**config.mk**
```make
export PLATFORM = sky130hd
export DESIGN_NAME = iso4_cmd_sequencer_40
export DESIGN_NICKNAME = d
export VERILOG_FILES = /design/src/rtl/crypto_seq_pkg.sv /design/src/rtl/mod_reduce_40.sv /design/src/rtl/iso4_cmd_sequencer_40.sv
export SDC_FILE = /design/constraint.sdc
export NUM_CORES = 1
export LEC_CHECK = 0
export ABC_AREA = 0
export BUFFER_PORTS_ARGS = -buffer_cell sky130_fd_sc_hd__buf_2
export CORE_ASPECT_RATIO = 0.7
export CORE_MARGIN = 2
export CORE_UTILIZATION = 40
export DETAILED_ROUTE_END_ITERATION = 6
export SYNTH_ARGS = -nofsm -noshare
export SYNTH_HDL_FRONTEND = slang
export SYNTH_SLANG_ARGS = --single-unit
```
**constraint.sdc**
```tcl
create_clock -name clk -period 6.2 [get_ports clk]
set_input_delay 0.31 -clock clk [delete_from_list [all_inputs] [get_ports clk]]
set_output_delay 0.31 -clock clk [all_outputs]
set_load 0.1 [all_outputs]
```
**src/rtl/crypto_seq_pkg.sv**
```systemverilog
// Shared definitions for the 4-isogeny command sequencer.
//   - wrapper instruction codes and command field widths
//   - sequencer FSM state encoding
//   - wrapper register map
//   - the fixed 9-op 4-isogeny program
package crypto_seq_pkg;

  localparam int         FIELD_W = 40;
  localparam logic [40:0] FIELD_P = 41'd574448099311;

  localparam int INS_W  = 3;
  localparam int ADDR_W = 7;

  typedef enum logic [INS_W-1:0] {
    INS_IDLE = 3'd0,
    INS_LOAD = 3'd1,
    INS_COPY = 3'd2,
    INS_ADD  = 3'd3,
    INS_SUB  = 3'd4,
    INS_MUL  = 3'd5
  } ins_e;

  typedef enum logic [2:0] {
    S_IDLE  = 3'd0,
    S_LOAD  = 3'd1,
    S_EXEC  = 3'd2,
    S_GAP   = 3'd3,
    S_READ  = 3'd4,
    S_DRAIN = 3'd5,
    S_DONE  = 3'd6
  } seq_state_e;

  localparam logic [ADDR_W-1:0] A_X  = 7'd0;
  localparam logic [ADDR_W-1:0] A_Z  = 7'd1;
  localparam logic [ADDR_W-1:0] A_A  = 7'd2;
  localparam logic [ADDR_W-1:0] A_C  = 7'd3;
  localparam logic [ADDR_W-1:0] A_K1 = 7'd4;
  localparam logic [ADDR_W-1:0] A_K2 = 7'd5;
  localparam logic [ADDR_W-1:0] A_K3 = 7'd6;

  // 24-bit wrapper command word: {INS, rd_addr_1, rd_addr_2, wr_addr}
  typedef struct packed {
    ins_e              ins;
    logic [ADDR_W-1:0] rd1;
    logic [ADDR_W-1:0] rd2;
    logic [ADDR_W-1:0] wr;
  } cmd_t;

  localparam int PROG_LEN = 9;

  // K2=X-Z, K3=X+Z, C=4Z^4, K1=4Z^2, A=4X^4. Reg 4 is scratch for Z^2 before it becomes K1.
  localparam cmd_t PROG [0:PROG_LEN-1] = '{
    '{INS_SUB, A_X,  A_Z,  A_K2},
    '{INS_ADD, A_X,  A_Z,  A_K3},
    '{INS_MUL, A_Z,  A_Z,  A_K1},
    '{INS_ADD, A_K1, A_K1, A_K1},
    '{INS_MUL, A_K1, A_K1, A_C },
    '{INS_ADD, A_K1, A_K1, A_K1},
    '{INS_MUL, A_X,  A_X,  A_A },
    '{INS_ADD, A_A,  A_A,  A_A },
    '{INS_MUL, A_A,  A_A,  A_A }
  };

endpackage

```
**src/rtl/mod_reduce_40.sv**
```systemverilog
// Combinational canonicalisation of a redundant readback pair.
//   a, b : redundant halves from the wrapper (each < 2^W)
//   r    : (a + b) mod P, in [0, P)
// The sum fits in W+1 bits and is < 4P, so subtracting the largest of
// 3P/2P/P/0 that does not exceed it gives the canonical value.
module mod_reduce_40
  import crypto_seq_pkg::*;
#(
  parameter int       W = FIELD_W,
  parameter logic [W:0] P = FIELD_P
) (
  input  logic [W-1:0] a,
  input  logic [W-1:0] b,
  output logic [W-1:0] r
);

  logic [W+1:0] s, p1, p2, p3, d;

  always_comb begin
    s  = {2'b00, a} + {2'b00, b};
    p1 = {1'b0, P};
    p2 = p1 << 1;
    p3 = p2 + p1;
    if (s >= p3)      d = s - p3;
    else if (s >= p2) d = s - p2;
    else if (s >= p1) d = s - p1;
    else              d = s;
    r = W'(d);
  end

endmodule

```
**src/rtl/iso4_cmd_sequencer_40.sv**
```systemverilog
// 4-isogeny command initiator for cryptoprocessor_wrapper_40.
// Loads (x,z), runs the fixed program, reads back A,C,K1,K2,K3 and
// stores each canonically reduced.
//   clk, rst (sync, active high), start (rising edge accepted in IDLE)
//   x_in, z_in       : point, sampled with start
//   busy, done       : run status; done is a 1-cycle pulse
//   a_out..k3_out    : results, held until overwritten by the next run
//   get_output, data_en, ins_in, command_in, din_1, din_2 : to wrapper
//   dout_1, dout_2   : redundant readback, valid 1 cycle after request
// Optional build macro SEQ_SINGLE_STEP_EN adds input `step`: each
// command is then issued only in the cycle after step was high.
module iso4_cmd_sequencer_40
  import crypto_seq_pkg::*;
#(
  parameter int         W        = FIELD_W,
  parameter logic [W:0] P        = FIELD_P,
  parameter int         READ_GAP = 0
) (
  input  logic         clk,
  input  logic         rst,
  input  logic         start,
`ifdef SEQ_SINGLE_STEP_EN
  input  logic         step,
`endif
  input  logic [W-1:0] x_in,
  input  logic [W-1:0] z_in,
  output logic         busy,
  output logic         done,
  output logic [W-1:0] a_out,
  output logic [W-1:0] c_out,
  output logic [W-1:0] k1_out,
  output logic [W-1:0] k2_out,
  output logic [W-1:0] k3_out,
  output logic         get_output,
  output logic         data_en,
  output logic         ins_in,
  output logic [23:0]  command_in,
  output logic [W-1:0] din_1,
  output logic [W-1:0] din_2,
  input  logic [W-1:0] dout_1,
  input  logic [W-1:0] dout_2
);

  localparam logic [7:0] GAP_LAST = (READ_GAP > 0) ? 8'(READ_GAP - 1) : 8'd0;

  seq_state_e          state;
  logic [7:0]          idx;
  logic                start_q;
  logic [W-1:0]        x_r, z_r;
  logic [2:0]          req_sel, cap_sel;
  logic                cap_vld;
  logic [4:0][W-1:0]   res;
  logic [W-1:0]        red;
  logic                adv;

`ifdef SEQ_SINGLE_STEP_EN
  assign adv = step;
`else
  assign adv = 1'b1;
`endif

  mod_reduce_40 #(.W(W), .P(P)) u_red (.a(dout_1), .b(dout_2), .r(red));

  assign din_2  = '0;
  assign a_out  = res[0];
  assign c_out  = res[1];
  assign k1_out = res[2];
  assign k2_out = res[3];
  assign k3_out = res[4];

  always_ff @(posedge clk) begin
    if (rst) begin
      state      <= S_IDLE;
      idx        <= '0;
      start_q    <= 1'b0;
      x_r        <= '0;
      z_r        <= '0;
      busy       <= 1'b0;
      done       <= 1'b0;
      get_output <= 1'b0;
      data_en    <= 1'b0;
      ins_in     <= 1'b0;
      command_in <= '0;
      din_1      <= '0;
      req_sel    <= '0;
      cap_sel    <= '0;
      cap_vld    <= 1'b0;
      res        <= '0;
    end else begin
      start_q    <= start;
      // idle bus unless a state below issues something this cycle
      get_output <= 1'b0;
      data_en    <= 1'b0;
      ins_in     <= 1'b0;
      command_in <= '0;
      din_1      <= '0;
      done       <= 1'b0;

      // readback pipe: request visible now -> data valid next cycle
      cap_vld <= get_output;
      cap_sel <= req_sel;
      if (cap_vld) res[cap_sel] <= red;

      case (state)
        S_IDLE: begin
          // done still high means we left DONE this edge; a start now is ignored
          if (start && !start_q && !done) begin
            x_r   <= x_in;
            z_r   <= z_in;
            busy  <= 1'b1;
            state <= S_LOAD;
`ifdef SEQ_SINGLE_STEP_EN
            idx   <= 8'd0;
`else
            // first load goes out straight away so X lands in cycle 1
            ins_in     <= 1'b1;
            data_en    <= 1'b1;
            command_in <= {INS_LOAD, 7'd0, 7'd0, A_X};
            din_1      <= x_in;
            idx        <= 8'd1;
`endif
          end
        end
        S_LOAD: if (adv) begin
          ins_in     <= 1'b1;
          data_en    <= 1'b1;
          command_in <= {INS_LOAD, 7'd0, 7'd0, (idx == 8'd0) ? A_X : A_Z};
          din_1      <= (idx == 8'd0) ? x_r : z_r;
          if (idx == 8'd1) begin
            idx   <= 8'd0;
            state <= S_EXEC;
          end else idx <= idx + 8'd1;
        end
        S_EXEC: if (adv) begin
          ins_in     <= 1'b1;
          command_in <= PROG[idx[3:0]];
          if (idx == 8'(PROG_LEN - 1)) begin
            idx   <= 8'd0;
            state <= (READ_GAP > 0) ? S_GAP : S_READ;
          end else idx <= idx + 8'd1;
        end
        S_GAP: if (adv) begin
          if (idx == GAP_LAST) begin
            idx   <= 8'd0;
            state <= S_READ;
          end else idx <= idx + 8'd1;
        end
        S_READ: if (adv) begin
          get_output <= 1'b1;
          command_in <= {INS_IDLE, A_A + idx[6:0], 7'd0, 7'd0};
          req_sel    <= idx[2:0];
          if (idx == 8'd4) begin
            idx   <= 8'd0;
            state <= S_DRAIN;
          end else idx <= idx + 8'd1;
        end
        // last request's data arrives during the cycle after this one
        S_DRAIN: state <= S_DONE;
        S_DONE: begin
          done  <= 1'b1;
          busy  <= 1'b0;
          state <= S_IDLE;
        end
        default: state <= S_IDLE;
      endcase
    end
  end

endmodule

```
# Word level (Yosys, flattened, before mapping)
# Memory sizes are Yosys's and may differ from the RTL's.
# Index checks and enable logic that the tools add are counted.
[word_totals] mem_count=1 regBits=368 output_inout_bits=309 rom_bits=384
[op_classes] bitwise=1 n_reduce_logical=14 eq_ne=14 muxes=33 magnitude_cmp=6 add_sub_neg=6
[memory_table] memory="(name not given)" depth=16 width=24 rd=1 rd_ports_with_merged_regs=0 write_ports=0 line_no="iso4_cmd_sequencer_40.sv:136" rtl="command_in <= PROG[idx[3:0]];"
[ops] operator="$mux 40" n=6
[ops] operator="$bwmux 200" n=1
[ops] operator="$demux 40 s3" n=1
[ops] operator="$pmux 24 s4" n=1
[ops] operator="$ge 41x41->1 const B" n=2
[ops] operator="$pmux 40 s2" n=1
[ops] operator="$sub 40x40->40 const B" n=2
[ops] operator="$mux 24" n=2
[ops] operator="$add 40x40->41" n=1
[ops] operator="$ge 41x40->1 const B" n=1
[ops] operator="$mux 8" n=5
[ops] operator="$pmux 8 s5" n=1
[ops] operator="$sub 40x36->40 const B" n=1
[ops] operator="$mux 22" n=1
[ops] operator="$pmux 3 s6" n=1
[ops] operator="$mux 3" n=5
[ops] operator="$ne 2x2->1 const B" n=5
[ops] operator="$eq 3x3->1 const B" n=3
[ops] operator="$add 8x1->8 const B" n=1
[ops] operator="$eq 8x1->1 const B" n=1
[ops] operator="$eq 8x3->1 const B" n=1
[ops] operator="$eq 8x4->1 const B" n=1
[ops] operator="$logic_not 8->1" n=1
[ops] operator="$add 2x7->7 const A" n=1
[ops] operator="other kinds (16)" n=28

# Logic depth before layout (Yosys ltp)
# Gate-level depths: netlist of run 1.
[logic_depth] ltp_word=6 ltp_mapped=20 mapped_depth_nobuf=17

# Hierarchy
# Synthesis of run 1 repeated with hierarchy kept, for this count alone.
[unflattened] cells_unflattened=2549 hier_area_um2=19184.6
[modules_own_cells] module="iso4_cmd_sequencer_40" cells_each=1707 area_per_inst_um2=13658.1 n_inst=1
[modules_own_cells] module="mod_reduce_40" cells_each=842 area_per_inst_um2=5526.6 n_inst=1

# Least setup slack after synthesis of run 1
# No wires, ideal clock.
[synth_timing] kind="input port to flip-flop" startpoint="input port dout_1[0]" endpoint="register res, in the netlist k2_out[20]" setup_ns=0.137 path_buffers=2 setup_slack_ns=1.445 arrival_time_ns=4.617 stages=18 path_cell_list="ha_1 -> fa_1 -> a211oi_2 -> o21ai_1 -> a21oi_1 -> xor2_1 -> or4_1 -> buf_2 -> o31ai_4 -> a221oi_2 -> a2111oi_4 -> a211oi_2 -> o22ai_4 -> buf_4 -> nor3_1 -> a211oi_2 -> xor2_1 -> a211oi_1"
[synth_between] elab_chain_len=6 word_cells_on_any_way=11
[synth_lines] element="start: declaration" line_no="iso4_cmd_sequencer_40.sv:40" rtl="input logic [W-1:0] dout_1,"
[synth_lines] element="$add 40x40->41 (*)" line_no="mod_reduce_40.sv:20" rtl="s = {2'b00, a} + {2'b00, b};"
[synth_lines] element="$sub 40x40->40 or $ge 41x40->1 (tied branches)" line_no="mod_reduce_40.sv:26" rtl="else if (s >= p1) d = s - p1;"
[synth_lines] element="$mux 40" line_no="mod_reduce_40.sv:26"
[synth_lines] element="$mux 40" line_no="mod_reduce_40.sv:25" rtl="else if (s >= p2) d = s - p2;"
[synth_lines] element="$mux 40 (*)" line_no="mod_reduce_40.sv:24" rtl="if (s >= p3) d = s - p3;"
[synth_lines] element="$bwmux 200 (*)" line_no="iso4_cmd_sequencer_40.sv:102" rtl="if (cap_vld) res[cap_sel] <= red;"
[synth_lines] element="end signal: indexed assignment" line_no="iso4_cmd_sequencer_40.sv:102"
[synth_lines] element="end: declaration" line_no="iso4_cmd_sequencer_40.sv:52" rtl="logic [4:0][W-1:0] res;"
# Every way passes the cells marked *; elsewhere a longest branch is shown, timed or not.
# A chain may end at the register's enable or synchronous reset.

# Final worst setup path of run 1
[layout_timing] startpoint="input port dout_1[0]" endpoint="register res, in the netlist k3_out[38]"
# The elaborated chain is that of the path after synthesis.

==> results.ini, run 1 <==
[run_status]
outcome = finished clean

[worst_setup_path]
cp_num_cells = 19
crit_path_end_kind = register
crit_end = k3_out[38]
path_buf_inv = 3
crit_path_start_kind = input port
reg2reg_depth = 8
path_cells = buf_2, ha_1, fa_1, a211oi_2, o21ai_1, a21oi_1, xor2_1, or4_1, o31ai_4, a221oi_2, a2111oi_4, a211oi_2, o22ai_4, nor4b_1, buf_4, o22ai_1, xor2_1, buf_4, a211oi_1
crit_path_top_delay_cell = or4_1
r2r_end = idx[0]
crit_path_start = dout_1[0]
crit_type = input port to register
critical-path-max-stage-delay_ns = 0.75
cp_max_fo = 11
crit_family = compound AO/OA/AOI/OAI gates
cp.arrival_ns = 5.88
reg2reg_from = idx[4]
critPathRequiredTime_ns = 6.58
r2r_slack_ns = 3.77

[cts]
clock_latency_ns = 0.55
cts_setup_buffers = 0
clk_pin_slew_worst_paths_ns = 0.07
cts_buffers = 37
clock_sinks = 360
clockBufferDepth = 3
cts_tree = yes
h-tree-depth = 2
root_buffer = clkbuf_16

[pwr]
powerDensity_nw_per_um2 = 358
seqPwrFrac = 0.312
clockPowerShare = 0.282
combinationalPowerShare = 0.406
leakage_nw = 9.53
switching_power_mw = 3.54
finalPower_mw = 8.31
p_int_mw = 4.76
switching_share = 0.426
peakVddDrop_uv = 231

[yosys]
synth_largest_area_cell = dfxtp_1
synth_warnings = 0
syn_area_sq_um = 18800
async_flop_share = 0
ys.flop_type = dfxtp_1
synth_edf_count = 0
yosysMostFrequentCell = nand2_1
yosysSeqAreaShare = 0.382
syn_inst = 2400
synth.area.top_cells = dfxtp_1 (38%), nand2_1 (7.5%), a211oi_1 (6.4%), nor2_1 (5.9%), a21oi_1 (5.4%)
ys_types = 91
synthTopCellsByCount = nand2_1 (377), dfxtp_1 (360), nor2_1 (295)
yosys.area.top_type_share = 0.382
synth.avg_cell_area_sq_um = 7.85
ys_ff_latch = 360

[floorplanning]
io_pins = 472
start_util = 0.405
die_area_sq_um = 48900
rows = 66
die_h_um = 186
die_w_um = 263
coreArea_sq_um = 46500

[final_layout]
drive_above_1_share = 0.229
stdcell_count = 3446
fillers = 4588
syn_to_final_growth_pct = 23.1
fin_nets = 3026
post-route-util = 0.499
antenna_cells = 0

[grt]
grt.overflow.total = 0
grt_max_degree = 226
grt_first_pass_wirelength_um = 109000
antenna_found_initial = 0
grt_pass1_vias = 18000
grt.total_usage = 0.283

[timing]
min_period_ns = 5.50
setup_tns_ns = 0
setup_ws_ns = 0.698
hold_viol = 0
setup_viol = 0
worst_slew_pin_slew_ns = 1.12
relSlewSlack = 0.253
fmax_ghz = 0.182
skew_ns = 0.0239
fin_crit_sh = 0.887
report.final.slew_viol_count = 0
rsz0062_at_grt = no

[detailed_routing]
vias = 19600
drc = 0
finalWirelength_um = 72600
postRouteAntennaNets = 0
viasPerCell = 5.69
wl_per_cell_um = 21.1
drt_iter0_markers = 1935
first_pass_iters = 6

[job]
drv_cap = 0

[place]
dp_slack_ns = 0.237
io_buffers = 423
place_congestion = 0.944
place_inst = 3367
hpwl_um = 55100

[min_path]
min_from = z_in[3]
hold_path.class = input port to register

[worst reg2reg max path: cells and delay by family, from the launching register on]
kind / cells / cell delay (ns)
compound gates: 2 / 0.48
simple gates: 5 / 1.09
fa+ha+maj: 1 / 0.36
flops: 1 / 0.37
[worst min-delay path by stage]
stage	endpoint	slack, ns	cells after the start
after floorplan	req_sel[0]	0.43	2
after global placement	x_r[19]	0.44	2
after detailed placement	req_sel[0]	0.44	2
after CTS	z_r[17]	0.003	3
after global routing	z_r[19]	0.01	3
final	z_r[3]	0.02	3
[sequential cells by signal, summed over array words and instances (netlist names), 3 cells and up]
name,count
z_r,40
cap_sel,3
din_1,40
state,3
a_out,40
k3_out,40
c_out,40
command_in,16
idx,8
req_sel,3
x_r,40
k1_out,40
k2_out,40
[cells by family (layout without fill, tap and decap cells)]
kind of cell             after synthesis  after routing  synth area share
adder cells (fa/ha/maj)               57             57            0.0381
AO/OA/AOI/OAI                        711            711             0.258
AND/OR/NAND/NOR                      938            938             0.219
other                                  1             48          0.000199
flip-flops                           360            360             0.382
buffers and inverters                244            631            0.0590
multiplexers                          14             14           0.00777
XOR/XNOR                              75             75            0.0353
[cell usage in the layout (no fill, tap or decap), drive strengths merged, types with 13 or more instances in the layout]
cell           n
nand3         40
a211o         15
o21ai         85
nor2         296
xor2          32
and3          20
nand4         28
a31oi         25
or2           15
dfxtp        360
dlygate4sd3   13
a21oi        208
nand2        377
inv           26
ha            55
nor3          67
clkbuf        51
and2          14
a21o          51
conb          48
o22ai         14
nor3b         13
xnor2         43
o211ai        18
a211oi       166
buf          529
[layout make-up]
cell class / count / area [sq um] / area share
clock buffer: 51 / 1060 / 0.0456
clock inverter: 15 / 206 / 0.00890
inverter: 23 / 86.3 / 0.00372
multi-input combinational: 1843 / 10700 / 0.463
sequential: 360 / 7210 / 0.311
tap: 612 / 766 / 0.0330
timing repair buffer: 542 / 3130 / 0.135
[metrics by stage]
stage | hold WS (ns) | area, sq um
after global placement | 0.442 | 21800
after floorplan | 0.432 | 19000
final | 0.0196 | 23200
after detailed placement | 0.443 | 21800
after global routing | 0.0107 | 23200
after CTS | 0.00302 | 23200
[metal layers]
metal / part of all wire / GRT usage / vias to the layer above
li1: - / - / 9305
met1: 0.48 / 0.419 / 9350
met2: 0.42 / 0.421 / 862
met3: 0.074 / 0.0484 / 99
met4: 0.024 / 0.0729 / 0
met5: 0 / 0 / -
[power by group through the flow]
stage                     combinational, mW  sequential (mW)  clock [mW]
after floorplan                        1.69             3.15           0
after global placement                 3.30             2.63           0
after detailed placement               3.31             2.64           0
after CTS                              3.32             2.59        2.38
after global routing                   3.58             2.61        2.47
final                                  3.37             2.59        2.34
[what timing repair did]
action	CTS	global route
resized for setup	0	0
hold buffers	13	0
endpoints found under the hold margin	13	0
No activity file was read; power rests on OpenSTA's default activity.
==> inputs of run 2 (changes only) <==
--- a/config.mk
+++ b/config.mk
@@ -9,8 +9,9 @@
 export BUFFER_PORTS_ARGS = -buffer_cell sky130_fd_sc_hd__buf_2
 export CORE_ASPECT_RATIO = 0.7
 export CORE_MARGIN = 2
-export CORE_UTILIZATION = 40
+export CORE_UTILIZATION = 54
 export DETAILED_ROUTE_END_ITERATION = 6
+export PLACE_DENSITY = 0.81
 export SYNTH_ARGS = -nofsm -noshare
 export SYNTH_HDL_FRONTEND = slang
 export SYNTH_SLANG_ARGS = --single-unit
==> run 2 against run 1 <==
  * Clock power fell by 9.8%
  * Critical path depth fell by 1
  * Sequential share of layout area rose by 0.19 points
  * Maximum frequency fell by 1.8%
  * Largest cell class unchanged
  * Combinational power rose by 1%
  * Cell count fell by 3.5%
  * Die area fell by 25%
  * Register-to-register slack got worse by 0.05 ns
==> results.ini, run 2 (synthesized netlist as in run 1, its figures left out) <==
[timing]
setup_viol = 0
report.final.slew_viol_count = 0
skew_ns = 0.0362
hold_viol = 0
relSlewSlack = 0.290
rsz0062_at_grt = no
min_period_ns = 5.60
setup_tns_ns = 0
fmax_ghz = 0.178
fin_crit_sh = 0.904
worst_slew_pin_slew_ns = 1.06

[detailed_routing]
finalWirelength_um = 71600
viasPerCell = 6.11
drc = 0
vias = 20300
postRouteAntennaNets = 0
first_pass_iters = 6
drt_iter0_markers = 2744
wl_per_cell_um = 21.5

[pwr]
clockPowerShare = 0.260
switching_power_mw = 3.50
peakVddDrop_uv = 273
combinationalPowerShare = 0.420
powerDensity_nw_per_um2 = 352
finalPower_mw = 8.11
seqPwrFrac = 0.320
switching_share = 0.431
leakage_nw = 9.59
p_int_mw = 4.61

[worst_setup_path]
crit_path_end_kind = register
crit_type = input port to register
crit_path_start_kind = input port
critPathRequiredTime_ns = 6.59
crit_family = compound AO/OA/AOI/OAI gates
cp.arrival_ns = 5.99
reg2reg_depth = 8
critical-path-max-stage-delay_ns = 0.82
path_cells = buf_2, ha_1, a21oi_1, o21ai_1, a211o_1, a41o_1, a211oi_1, and2_1, nand4_1, buf_4, nor4_1, nand4_1, a21o_1, buf_12, o21ai_0, a22oi_4, buf_4, a2111oi_0
cp_max_fo = 13
path_buf_inv = 4
crit_path_top_delay_cell = a211oi_1
cp_num_cells = 18

[grt]
grt.total_usage = 0.375
grt_pass1_vias = 18600
grt_max_degree = 155
grt_first_pass_wirelength_um = 108000
antenna_found_initial = 2
grt.overflow.total = 0

[final_layout]
drive_above_1_share = 0.236
syn_to_final_growth_pct = 22.3
seqCellArea_sq_um = 7210
antenna_cells = 0
multi_input_area_sq_um = 10700
final_common_cell = buf_2
final_cell_mix = buf_2 (422), nand2_1 (377), dfxtp_1 (360)
fillers = 2820
final_area_sq_um = 23100
fin_nets = 3048

[floorplanning]
die_h_um = 160
start_util = 0.546
coreArea_sq_um = 34500
die_area_sq_um = 36400
die_w_um = 227
rows = 57
io_pins = 472

[cts]
cts_buffers = 34
clk_pin_slew_worst_paths_ns = 0.06
h-tree-depth = 2
clock_sinks = 360
clockBufferDepth = 3
root_buffer = clkbuf_16
cts_setup_buffers = 0
cts_tree = yes
postCtsResizedCells = 0
ctsHoldBuffers = 8
clock_latency_ns = 0.54

[place]
place_congestion = 1.00
io_buffers = 423
dpl_cell_area_sq_um = 21800
hpwl_um = 53100

[job]
drv_cap = 0

[min_path]
hold_path.class = input port to register
worstHoldPathCells = 3

[run_status]
outcome = finished clean

run 2: path summary, 6_finish.rpt:
| kind | start | endpoint | slack (ns) |
|---|---|---|---|
| max reg2reg | idx[4] | idx[0] | 3.72 |
| min | z_in[18] | z_r[18] | 0.01 |
| max | dout_1[14] | k2_out[21] | 0.60 |
| min reg2reg | k3_out[0] | k3_out[0] | 0.45 |
run 2: worst register-to-register path, cell delays in order, from the launching register on:
cell,delay (ns)
dfxtp_1,0.38
nor4_1,0.52
nand2_1,0.16
o21ai_0,0.34
and2_1,0.28
nor2_1,0.07
maj3_1,0.36
a21oi_1,0.15
nor2_1,0.05
run 2: final cells by class:
| cell class | count | area share |
|---|---|---|
| multi-input combinational | 1843 | 0.466 |
| clock buffer | 48 | 0.0422 |
| inverter | 23 | 0.00374 |
| timing repair buffer | 567 | 0.143 |
| sequential | 360 | 0.313 |
| clock inverter | 12 | 0.00700 |
| tap | 472 | 0.0256 |
run 2: power by group through the flow:
stage,clock (mW),sequential [mW],combinational [mW]
final,2.11,2.60,3.41
after detailed placement,0,2.64,3.29
after floorplan,0,3.15,1.69
after CTS,2.12,2.59,3.32
after global placement,0,2.63,3.28
after global routing,2.21,2.61,3.58
run 2: through the flow:
| stage | hold slack (ns) | cells | setup slack [ns] | util |
|---|---|---|---|---|
| after detailed placement | 0.444 | 3257 | 0.374 | 0.633 |
| final | 0.0121 | 3325 | 0.598 | 0.668 |
| after global routing | 0.00376 | 3325 | 0.428 | 0.668 |
| after global placement | 0.441 | 3257 | 0.187 | 0.633 |
| after CTS | 0.00163 | 3325 | 0.874 | 0.668 |
| after floorplan | 0.432 | 2447 | 1.45 | - |
run 2: layer usage:
layer	GRT usage	share of wire
met5	0	0.00014
met3	0.0812	0.11
met1	0.553	0.44
met2	0.543	0.42
met4	0.115	0.031
==> inputs of run 3 (changes only) <==
==> constraint.sdc (replaced) <==
create_clock -name clk -period 6.2 [get_ports clk]
set_input_delay 1.24 -clock clk [delete_from_list [all_inputs] [get_ports clk]]
set_output_delay 1.24 -clock clk [all_outputs]
set_load 0.1 [all_outputs]
==> run 3 against run 2 <==
  * Cell count increased by 3.8%
  * Maximum frequency decreased by 7.0%
  * Register-to-register slack got worse by 0.02 ns
  * Core utilization increased by 2.5 points
  * Highest routed layer is now met4
  * Critical path type unchanged
  * Largest cell class unchanged
==> results.ini, run 3 (synthesized netlist as in run 1, its figures left out) <==
[worst_setup_path]
crit_type = input port to register
crit_path_start_kind = input port
critical-path-max-stage-delay_ns = 0.59
crit_path_end_kind = register
r2r_end = idx[0]
reg2reg_depth = 8
cp_max_fo = 6
path_cells = buf_2, ha_1, fa_1, a211oi_4, o211a_1, o211ai_1, or4b_1, or4_1, o31ai_4, a221oi_2, a2111oi_4, a211oi_2, buf_4, nor2_4, buf_4, nand2_1, o221ai_1, mux2i_2, buf_4, o21ai_1
critPathRequiredTime_ns = 6.61
path_common_cell = buf_4
cp.arrival_ns = 6.43
r2r_slack_ns = 3.70
crit_path_top_delay_cell = or4_1
reg2reg_from = idx[4]

[cts]
cts_buffers = 34
ctsHoldBuffers = 0
clock_latency_ns = 0.54
clock_sinks = 360
cts_tree = yes
root_buffer = clkbuf_16
cts_setup_buffers = 0
h-tree-depth = 2
clk_pin_slew_worst_paths_ns = 0.07
clockBufferDepth = 3

[final_layout]
antenna_cells = 0
final_common_cell = buf_2
final_area_sq_um = 23900
drive_above_1_share = 0.272
post-route-util = 0.693
final_cell_mix = buf_2 (422), nand2_1 (377), dfxtp_1 (360)
fin_nets = 3178
fillers = 2848
syn_to_final_growth_pct = 27.0

[pwr]
combinationalPowerShare = 0.437
p_int_mw = 4.70
seqPwrFrac = 0.315
switching_power_mw = 3.54
peakVddDrop_uv = 305
leakage_nw = 10.2
clockPowerShare = 0.247
powerDensity_nw_per_um2 = 344
switching_share = 0.430

[timing]
fin_crit_sh = 0.972
setup_ws_ns = 0.176
report.final.slew_viol_count = 0
relSlewSlack = 0.209
hold-worst-slack_ns = 0.453
fmax_ghz = 0.166
rsz0062_at_grt = no
setup_tns_ns = 0
min_period_ns = 6.02
worst_slew_pin_slew_ns = 1.19
skew_ns = 0.0234
hold_viol = 0
setup_viol = 0

[detailed_routing]
wl_per_cell_um = 20.9
viasPerCell = 6.05
highest_layer = met4
met2_length_um = 30500
postRouteAntennaNets = 0
wl_met3_um = 8180
finalWirelength_um = 72000
first_pass_iters = 6
vias = 20900
wl_met1_um = 30800
drt_iter0_markers = 2422
drc = 0

[grt]
grt.overflow.total = 0
grt.total_usage = 0.378
grt_pass1_vias = 19000
grt_first_pass_wirelength_um = 109000
antenna_found_initial = 0
grt_max_degree = 241

[floorplanning]
die_area_sq_um = 36400
start_util = 0.546
coreArea_sq_um = 34500
io_pins = 472
die_w_um = 227
die_h_um = 160
rows = 57

[run_status]
outcome = finished clean

[min_path]
hold_path.class = register to register
worstHoldPathCells = 2
min_from = req_sel[0]
min_to = req_sel[0]

[job]
drv_cap = 0

[place]
hpwl_um = 54400
dp_slack_ns = -0.490
dpl_cell_area_sq_um = 22900
place_congestion = 1.06
io_buffers = 423

[run 3: critical path, delay by kind of cell]
| family | cells | cell delay (ns) |
|---|---|---|
| buf+inv | 4 | 0.68 |
| simple gates | 4 | 1.44 |
| mux | 1 | 0.40 |
| compound gates | 9 | 2.01 |
| fa+ha+maj | 2 | 0.66 |
[run 3: routing by layer]
layer  track usage  up-vias
li1              -     9608
met2         0.564     1264
met3        0.0913      175
met1         0.537     9826
met4         0.123        0
met5             0        -
[run 3: stage by stage]
stage / power [mW] / cells
finish: 8.24 / 3452
global route: 8.54 / 3452
CTS: 8.15 / 3452
detailed placement: 6.13 / 3395
global placement: 6.09 / 3395
floorplan: 4.85 / 2447
[run 3: timing repair]
action	4_1_cts	5_1_grt
hold endpoints to repair	0	0
setup endpoints to repair	0	15
resized for setup	0	4
[run 3: how the worst max path moves through the flow]
stage	from	end	cells after the start
floorplan	dout_1[0]	k2_out[20]	18
global placement	dout_1[0]	k2_out[26]	19
detailed placement	dout_1[0]	k1_out[26]	19
CTS	dout_1[0]	k1_out[26]	19
global route	dout_1[0]	a_out[39]	20
finish	dout_1[0]	k1_out[39]	20
[run 3: area by class of cell]
type | instances | area [sq um] | share of cell area
Timing Repair Buffer | 697 | 4220 | 0.176
Inverter | 23 | 86.3 | 0.00361
Clock inverter | 11 | 118 | 0.00491
Multi-Input combinational cell | 1843 | 10800 | 0.450
Tap cell | 472 | 591 | 0.0247
Sequential cell | 360 | 7210 | 0.301
Clock buffer | 46 | 936 | 0.0391
[run 3: power by group through the flow]
stage          combinational (mW)  sequential [mW]  clock, mW
6_report                     3.60             2.60       2.04
5_1_grt                      3.79             2.61       2.14
3_3_place_gp                 3.46             2.63          0
4_1_cts                      3.51             2.59       2.05
2_1_floorplan                1.69             3.15          0
3_5_place_dp                 3.49             2.64          0
